===== src/rtl/drive_move_sequencer_if.sv =====
// rtl/drive_move_sequencer_if.sv - vehicle command port between the move sequencer and the processor
//
// Purpose: groups the command port the sequencer owns while busy.
//   cmd_out    [7:0]  command byte
//   data_out   [23:0] data word for the command
//   cmd_strobe        one-cycle pulse per command (drives sipo_done)
//   status_in  [23:0] processor statusOut, valid one clock after a strobe
// master: the sequencer; slave: the processor side.
interface drive_move_sequencer_if;
    logic [7:0]  cmd_out;
    logic [23:0] data_out;
    logic        cmd_strobe;
    logic [23:0] status_in;

    modport master (
        output cmd_out,
        output data_out,
        output cmd_strobe,
        input  status_in
    );

    modport slave (
        input  cmd_out,
        input  data_out,
        input  cmd_strobe,
        output status_in
    );
endinterface


===== src/rtl/drive_move_sequencer.sv =====
// rtl/drive_move_sequencer.sv - autonomous move controller driving the vehicle command port
//
// Purpose: on start, writes duty/direction to motors 1..4, polls one wheel's
// pulse-count distance every POLL_INTERVAL clocks, and writes zero duty to all
// four motors when the target is reached, on abort, or after MAX_POLLS polls.
// Ports:
//   clk, rst            clock, asynchronous active-high reset
//   start               one-cycle move request, sampled only in IDLE
//   abort               level, forces the stop sequence during a move
//   target_dist [23:0]  distance that ends the move (captured on start)
//   duty [7:0]          duty for all motors (captured on start)
//   dir [3:0]           bit n-1 = direction of motor n (captured on start)
//   wheel_sel [1:0]     wheel polled, CMD 0x01..0x04 (captured on start)
//   cmd_if              command port (cmd_out/data_out/cmd_strobe/status_in)
//   busy                move in progress; the top level muxes the port here
//   done                one-cycle pulse when the stop sequence completes
//   timed_out, aborted  sticky end-of-move reasons, cleared by the next start
//   last_dist [23:0]    most recently captured status_in
module drive_move_sequencer #(
    parameter int POLL_INTERVAL = 1000,
    parameter int MAX_POLLS     = 65535,
    parameter int POLL_W        = 16
) (
    input  logic                          clk,
    input  logic                          rst,
    input  logic                          start,
    input  logic                          abort,
    input  logic [23:0]                   target_dist,
    input  logic [7:0]                    duty,
    input  logic [3:0]                    dir,
    input  logic [1:0]                    wheel_sel,
    drive_move_sequencer_if.master        cmd_if,
    output logic                          busy,
    output logic                          done,
    output logic                          timed_out,
    output logic                          aborted,
    output logic [23:0]                   last_dist
);

    localparam int WAIT_W = (POLL_INTERVAL > 1) ? $clog2(POLL_INTERVAL) : 1;
    localparam logic [WAIT_W-1:0] WAIT_LAST = WAIT_W'(POLL_INTERVAL - 1);
    localparam logic [POLL_W-1:0] POLL_LIMIT = POLL_W'(MAX_POLLS);

    typedef enum logic [2:0] {
        S_IDLE,
        S_RUN_SET,
        S_WAIT,
        S_POLL,
        S_CAPTURE,
        S_STOP
    } state_t;

    state_t              state_q, state_d;
    logic [1:0]          m_q, m_d;
    logic [WAIT_W-1:0]   wait_q, wait_d;
    logic [POLL_W-1:0]   polls_q, polls_d;
    logic [23:0]         target_q, target_d;
    logic [7:0]          duty_q, duty_d;
    logic [3:0]          dir_q, dir_d;
    logic [1:0]          wheel_q, wheel_d;
    logic [23:0]         last_q, last_d;
    logic                timed_q, timed_d;
    logic                aborted_q, aborted_d;
    logic                done_q, done_d;

    always_ff @(posedge clk or posedge rst) begin
        if (rst) begin
            state_q   <= S_IDLE;
            m_q       <= '0;
            wait_q    <= '0;
            polls_q   <= '0;
            target_q  <= '0;
            duty_q    <= '0;
            dir_q     <= '0;
            wheel_q   <= '0;
            last_q    <= '0;
            timed_q   <= 1'b0;
            aborted_q <= 1'b0;
            done_q    <= 1'b0;
        end else begin
            state_q   <= state_d;
            m_q       <= m_d;
            wait_q    <= wait_d;
            polls_q   <= polls_d;
            target_q  <= target_d;
            duty_q    <= duty_d;
            dir_q     <= dir_d;
            wheel_q   <= wheel_d;
            last_q    <= last_d;
            timed_q   <= timed_d;
            aborted_q <= aborted_d;
            done_q    <= done_d;
        end
    end

    always_comb begin
        state_d           = state_q;
        m_d               = m_q;
        wait_d            = wait_q;
        polls_d           = polls_q;
        target_d          = target_q;
        duty_d            = duty_q;
        dir_d             = dir_q;
        wheel_d           = wheel_q;
        last_d            = last_q;
        timed_d           = timed_q;
        aborted_d         = aborted_q;
        done_d            = 1'b0;
        cmd_if.cmd_out    = 8'h00;
        cmd_if.data_out   = 24'h000000;
        cmd_if.cmd_strobe = 1'b0;

        case (state_q)
            S_IDLE: begin
                if (start) begin
                    target_d  = target_dist;
                    duty_d    = duty;
                    dir_d     = dir;
                    wheel_d   = wheel_sel;
                    timed_d   = 1'b0;
                    aborted_d = 1'b0;
                    polls_d   = '0;
                    m_d       = 2'd0;
                    state_d   = S_RUN_SET;
                end
            end

            S_RUN_SET: begin
                cmd_if.cmd_strobe = 1'b1;
                cmd_if.cmd_out    = 8'h31 + {6'b0, m_q};
                cmd_if.data_out   = {15'b0, dir_q[m_q], duty_q};
                if (abort) begin
                    // The write in this cycle still goes out; the stop writes follow.
                    aborted_d = 1'b1;
                    m_d       = 2'd0;
                    state_d   = S_STOP;
                end else if (m_q == 2'd3) begin
                    m_d     = 2'd0;
                    wait_d  = '0;
                    state_d = S_WAIT;
                end else begin
                    m_d = m_q + 2'd1;
                end
            end

            S_WAIT: begin
                if (abort) begin
                    aborted_d = 1'b1;
                    m_d       = 2'd0;
                    state_d   = S_STOP;
                end else if (wait_q == WAIT_LAST) begin
                    state_d = S_POLL;
                end else begin
                    wait_d = wait_q + 1'b1;
                end
            end

            S_POLL: begin
                cmd_if.cmd_strobe = 1'b1;
                cmd_if.cmd_out    = 8'h01 + {6'b0, wheel_q};
                polls_d           = polls_q + 1'b1;
                if (abort) begin
                    aborted_d = 1'b1;
                    m_d       = 2'd0;
                    state_d   = S_STOP;
                end else begin
                    state_d = S_CAPTURE;
                end
            end

            S_CAPTURE: begin
                // The processor answers one clock after the poll strobe.
                last_d = cmd_if.status_in;
                m_d    = 2'd0;
                if (abort) begin
                    aborted_d = 1'b1;
                    state_d   = S_STOP;
                end else if (cmd_if.status_in >= target_q) begin
                    state_d = S_STOP;
                end else if (polls_q == POLL_LIMIT) begin
                    timed_d = 1'b1;
                    state_d = S_STOP;
                end else begin
                    wait_d  = '0;
                    state_d = S_WAIT;
                end
            end

            S_STOP: begin
                // abort is ignored here so every motor always gets its zero-duty write.
                cmd_if.cmd_strobe = 1'b1;
                cmd_if.cmd_out    = 8'h31 + {6'b0, m_q};
                cmd_if.data_out   = {15'b0, dir_q[m_q], 8'h00};
                if (m_q == 2'd3) begin
                    m_d     = 2'd0;
                    done_d  = 1'b1;
                    state_d = S_IDLE;
                end else begin
                    m_d = m_q + 2'd1;
                end
            end

            default: begin
                state_d = S_IDLE;
            end
        endcase
    end

    assign busy      = (state_q != S_IDLE);
    assign done      = done_q;
    assign timed_out = timed_q;
    assign aborted   = aborted_q;
    assign last_dist = last_q;

endmodule


===== src/flat_wrapper.sv =====
// flat-port wrapper written by rule: the top's interface ports become plain ports
module drive_move_sequencer_flat 
#(
    parameter int POLL_INTERVAL = 1000,
    parameter int MAX_POLLS     = 65535,
    parameter int POLL_W        = 16
)
  (clk, rst, start, abort, target_dist, duty, dir, wheel_sel, busy, done, timed_out, aborted, last_dist, cmd_if_cmd_out, cmd_if_data_out, cmd_if_cmd_strobe, cmd_if_status_in);
  drive_move_sequencer_if cmd_if_i ();
  input  logic clk;
  input  logic rst;
  input  logic start;
  input  logic abort;
  input  logic [23:0] target_dist;
  input  logic [7:0] duty;
  input  logic [3:0] dir;
  input  logic [1:0] wheel_sel;
  output logic busy;
  output logic done;
  output logic timed_out;
  output logic aborted;
  output logic [23:0] last_dist;
  output wire logic [$bits(cmd_if_i.cmd_out)-1:0] cmd_if_cmd_out;
  output wire logic [$bits(cmd_if_i.data_out)-1:0] cmd_if_data_out;
  output wire logic [$bits(cmd_if_i.cmd_strobe)-1:0] cmd_if_cmd_strobe;
  input wire logic [$bits(cmd_if_i.status_in)-1:0] cmd_if_status_in;
  assign cmd_if_cmd_out = cmd_if_i.cmd_out;
  assign cmd_if_data_out = cmd_if_i.data_out;
  assign cmd_if_cmd_strobe = cmd_if_i.cmd_strobe;
  assign cmd_if_i.status_in = cmd_if_status_in;
  drive_move_sequencer #(.POLL_INTERVAL(POLL_INTERVAL), .MAX_POLLS(MAX_POLLS), .POLL_W(POLL_W)) u_core (.clk(clk), .rst(rst), .start(start), .abort(abort), .target_dist(target_dist), .duty(duty), .dir(dir), .wheel_sel(wheel_sel), .cmd_if(cmd_if_i), .busy(busy), .done(done), .timed_out(timed_out), .aborted(aborted), .last_dist(last_dist));
endmodule

===== config.mk =====
export PLATFORM = sky130hd
export DESIGN_NAME = drive_move_sequencer_flat
export DESIGN_NICKNAME = d
export VERILOG_FILES = /design/src/rtl/drive_move_sequencer_if.sv /design/src/rtl/drive_move_sequencer.sv /design/src/flat_wrapper.sv
export SDC_FILE = /design/constraint.sdc
export NUM_CORES = 1
export LEC_CHECK = 0
export BUFFER_PORTS_ARGS = -buffer_cell sky130_fd_sc_hd__buf_2
export CORE_MARGIN = 5
export CORE_UTILIZATION = 40
export DETAILED_ROUTE_END_ITERATION = 8
export SETUP_SLACK_MARGIN = 0.2
export SYNTH_ARGS = -nofsm -noshare
export SYNTH_HDL_FRONTEND = slang
export SYNTH_SLANG_ARGS = --single-unit
export TNS_END_PERCENT = 5

===== constraint.sdc =====
create_clock -name clk -period 3.2 [get_ports clk]
set_input_delay 0.48 -clock clk [delete_from_list [all_inputs] [get_ports clk]]
set_output_delay 0.48 -clock clk [all_outputs]
set_load 0.05 [all_outputs]

==> run_results.csv <==
group,metric,value,unit
power,max-vdd-ir-drop,599,µV
floorplanning,die_height,123,µm
critical_path,r2r_slack,0.79,ns
power,fin_total_pwr,5.98,mW
power,p_leak,3.06,nW
cts,ctsHoldBuffers,0,
logic_synthesis,ys_warn_count,0,
cts,clk_path_buf_depth,2,
critical_path,reg2regPathDepth,6,
cells_and_area,area_delta_synth_final,17.8,%
timing,clock_skew,0.00595,ns
logic_synthesis,synth_ff_type,"dfrtp_1",
place,port_buffers,108,
critical_path,cp_max_fo,15,
timing,slew_headroom,53.3,%
floorplanning,io_pins,127,
detailed_routing,drt-vias-per-instance,4.93,
cells_and_area,fin_area,6000,µm²
logic_synthesis,yosysSeqAreaShare,47.1,%
cells_and_area,nets,779,
power,p_seq_share,36.4,%
cts,post-cts-setup-buffers,0,
cts,cts_buffers,9,
critical_path,r2r_end,"u_core.wait_q[7]$_DFFE_PP0P_",
floorplanning,rows,41,
timing,max_freq,0.376,GHz
floorplanning,initial_core_util,40.5,%
timing,final-setup-viol-count,0,
power,share_comb_of_total_power,46.4,%
detailed_routing,vias,4249,
cts,htree_levels,3,
grt,use_met1,22.8,%
critical_path,timing.rr.start,"u_core.state_q[0]$_DFFE_PP0P_",
grt,grt_pass1_wl,20.1,mm
status,status,"complete, no violations",
detailed_routing,wire_per_inst,14.1,µm
logic_synthesis,synth.area.top_cells,"dfrtp_1 47%, nand2_1 13%, ha_1 6.9%",
critical_path,worst_ep_required_time,2.72,ns
detailed_routing,firstDrtPassIters,4,
floorplanning,die_x,123,µm
logic_synthesis,synth_top_area_share,47.1,%
detailed_routing,drt_iter0_markers,211,
min_path,holdCritPathClass,"input port to asynchronous set/reset pin",
floorplanning,die-area,15100,µm²
logic_synthesis,avgSynthCellArea,8.62,µm²
cts,cts_sinks,96,
detailed_routing,drc_errors,0,
timing,tightest_slew,0.700,ns
grt,grt_max_degree,55,
logic_synthesis,ys_seq_elements,96,
cts,clk_pin_slew,0.07,ns
cts,clk_latency,0.34,ns
cells_and_area,drive_gt1_share,20.6,%
run,drv_cap,0,
timing,final-hold-violation-count,0,
logic_synthesis,synth_edf_count,0,
floorplanning,placeableCoreArea,12600,µm²
logic_synthesis,yosysMostFrequentCell,"nand2_1",
power,p_int,3.14,mW
power,power_frac_clock,17.2,%
critical_path,cp-end-kind,"output port",
detailed_routing,drt-total-wl,12.2,mm
power,sw_frac_of_total,47.5,%
grt,grt_pass1_vias,4154,
grt,top_usage_layer,"met2",
grt,grt_antenna_before_repair,1,
timing,rsz0062_at_grt,"no",
power,power.density,996,nW/µm²
place,gp_congestion,0.830,
grt,use_met2,26.2,%
cts,root_buffer,"clkbuf_16",
grt,track_usage,16.9,%
critical_path,cp.arrival,2.18,ns
cts,cts_resized,0,
logic_synthesis,synth_top_cells_by_count,"183 x nand2_1, 96 x dfrtp_1, 46 x o21ai_0",
critical_path,path_class,"flip-flop to output port",
cts,cts_tree,"built",
grt,grtUsageMet3,4.98,%
timing,finalMaxSlewViolations,0,
place,dpl-instance-area,5720,µm²
timing,post-route-period-util,83.1,%
place,dp_hpwl,8.81,mm
logic_synthesis,synth.distinct_cells,53,
grt,gr-total-overflow,0,
logic_synthesis,synthCells,591,
cells_and_area,num_antenna_cells,0,
detailed_routing,ant_nets,0,
logic_synthesis,syn-cell-area,5100,µm²
logic_synthesis,synth_area_leader_cell,"dfrtp_1",
logic_synthesis,synth-async-reset-ratio,100,%
timing,min_period,2.66,ns
timing,fin_tns_setup,0,ns
power,power_switching,2.84,mW
critical_path,crit_path_start_kind,"flip-flop",
power by group through the flow:
stage	sequential [mW]	clock (mW)	combinational, mW
6_report	2.18	1.03	2.77
5_1_grt	2.25	1.11	3.07
4_1_cts	2.18	1.06	2.82
3_5_place_dp	2.18	0	2.82
3_3_place_gp	2.16	0	2.74
2_1_floorplan	2.60	0	1.73
worst max-delay path, cell delays in order, from the launching register on:
cell     delay (ns)
dfrtp_1        0.49
inv_1          0.39
and3_1         0.45
nand2_1        0.10
o21ai_0        0.10
buf_2          0.30
final cells by class:
cell class	instances	area [µm²]
fillers	1262	6560
flip-flops and latches	96	2400
multi-input cells	430	2360
repair buffers	115	618
clock buffers	11	243
well taps	172	215
inverters	33	126
clock inverters	5	41.3
layer usage:
layer	share of wire, %	up-vias
met3	6.8	12
met4	1.2	2
met1	46	2004
met2	46	96
li1	-	2135
met5	0.057	-
state kept, by name (all words and copies together), names as in the netlist:
register          count
u_core.polls_q       16
u_core.state_q        3
u_core.wheel_q        2
u_core.target_q      24
u_core.timed_out      1
u_core.m_q            2
u_core.last_dist     24
u_core.wait_q        10
u_core.duty_q         8
u_core.dir_q          4
u_core.done           1
u_core.aborted        1
stage by stage:
step / worst slack, ns / util, % / hold slack (ns) / instances
after floorplan: 0.215 / - / 0.438 / 608
after global placement: 0.651 / 45.5 / 0.451 / 846
after detailed placement: 0.576 / 45.5 / 0.456 / 846
after CTS: 0.545 / 47.8 / 0.266 / 862
after global routing: 0.447 / 47.8 / 0.305 / 862
final: 0.541 / 47.8 / 0.250 / 862
placed cells by master (no fill, tap or decap), drive strengths merged, types with 8 or more instances in the layout:
cell type | Yosys | layout
nand2 | 183 | 183
buf | 24 | 115
dfrtp | 96 | 96
o21ai | 48 | 48
inv | 33 | 34
ha | 28 | 28
a21oi | 25 | 25
nand3 | 19 | 19
conb | 1 | 18
nor2 | 14 | 14
and3 | 13 | 13
clkbuf | 25 | 11
nor3 | 8 | 8
logic make-up (layout without fill, tap and decap cells):
group	count (synthesis)	in the layout	share of synthesized area, %
and+or+nand+nor	271	271	23.7
AOI/OAI and AO/OA	103	103	12.1
DFF	96	96	47.1
buffers and inverters	82	164	7.95
adders and majority gates	28	28	6.87
muxes	8	8	1.82
xor gates and xnor gates	2	2	0.344
other	1	18	0.0736
worst max path at each step:
stage	startpoint	end
5_1_grt	u_core.state_q[0]$_DFFE_PP0P_	cmd_if_data_out[0]
2_1_floorplan	rst	u_core.aborted$_DFFE_PP0P_
6_report	u_core.state_q[2]$_DFFE_PP0P_	cmd_if_cmd_out[2]
3_5_place_dp	cmd_if_status_in[0]	u_core.wait_q[9]$_DFFE_PP0P_
3_3_place_gp	cmd_if_status_in[0]	u_core.wait_q[9]$_DFFE_PP0P_
4_1_cts	u_core.state_q[2]$_DFFE_PP0P_	cmd_if_cmd_out[2]
Note: power is estimated with default switching activity, not from simulation.
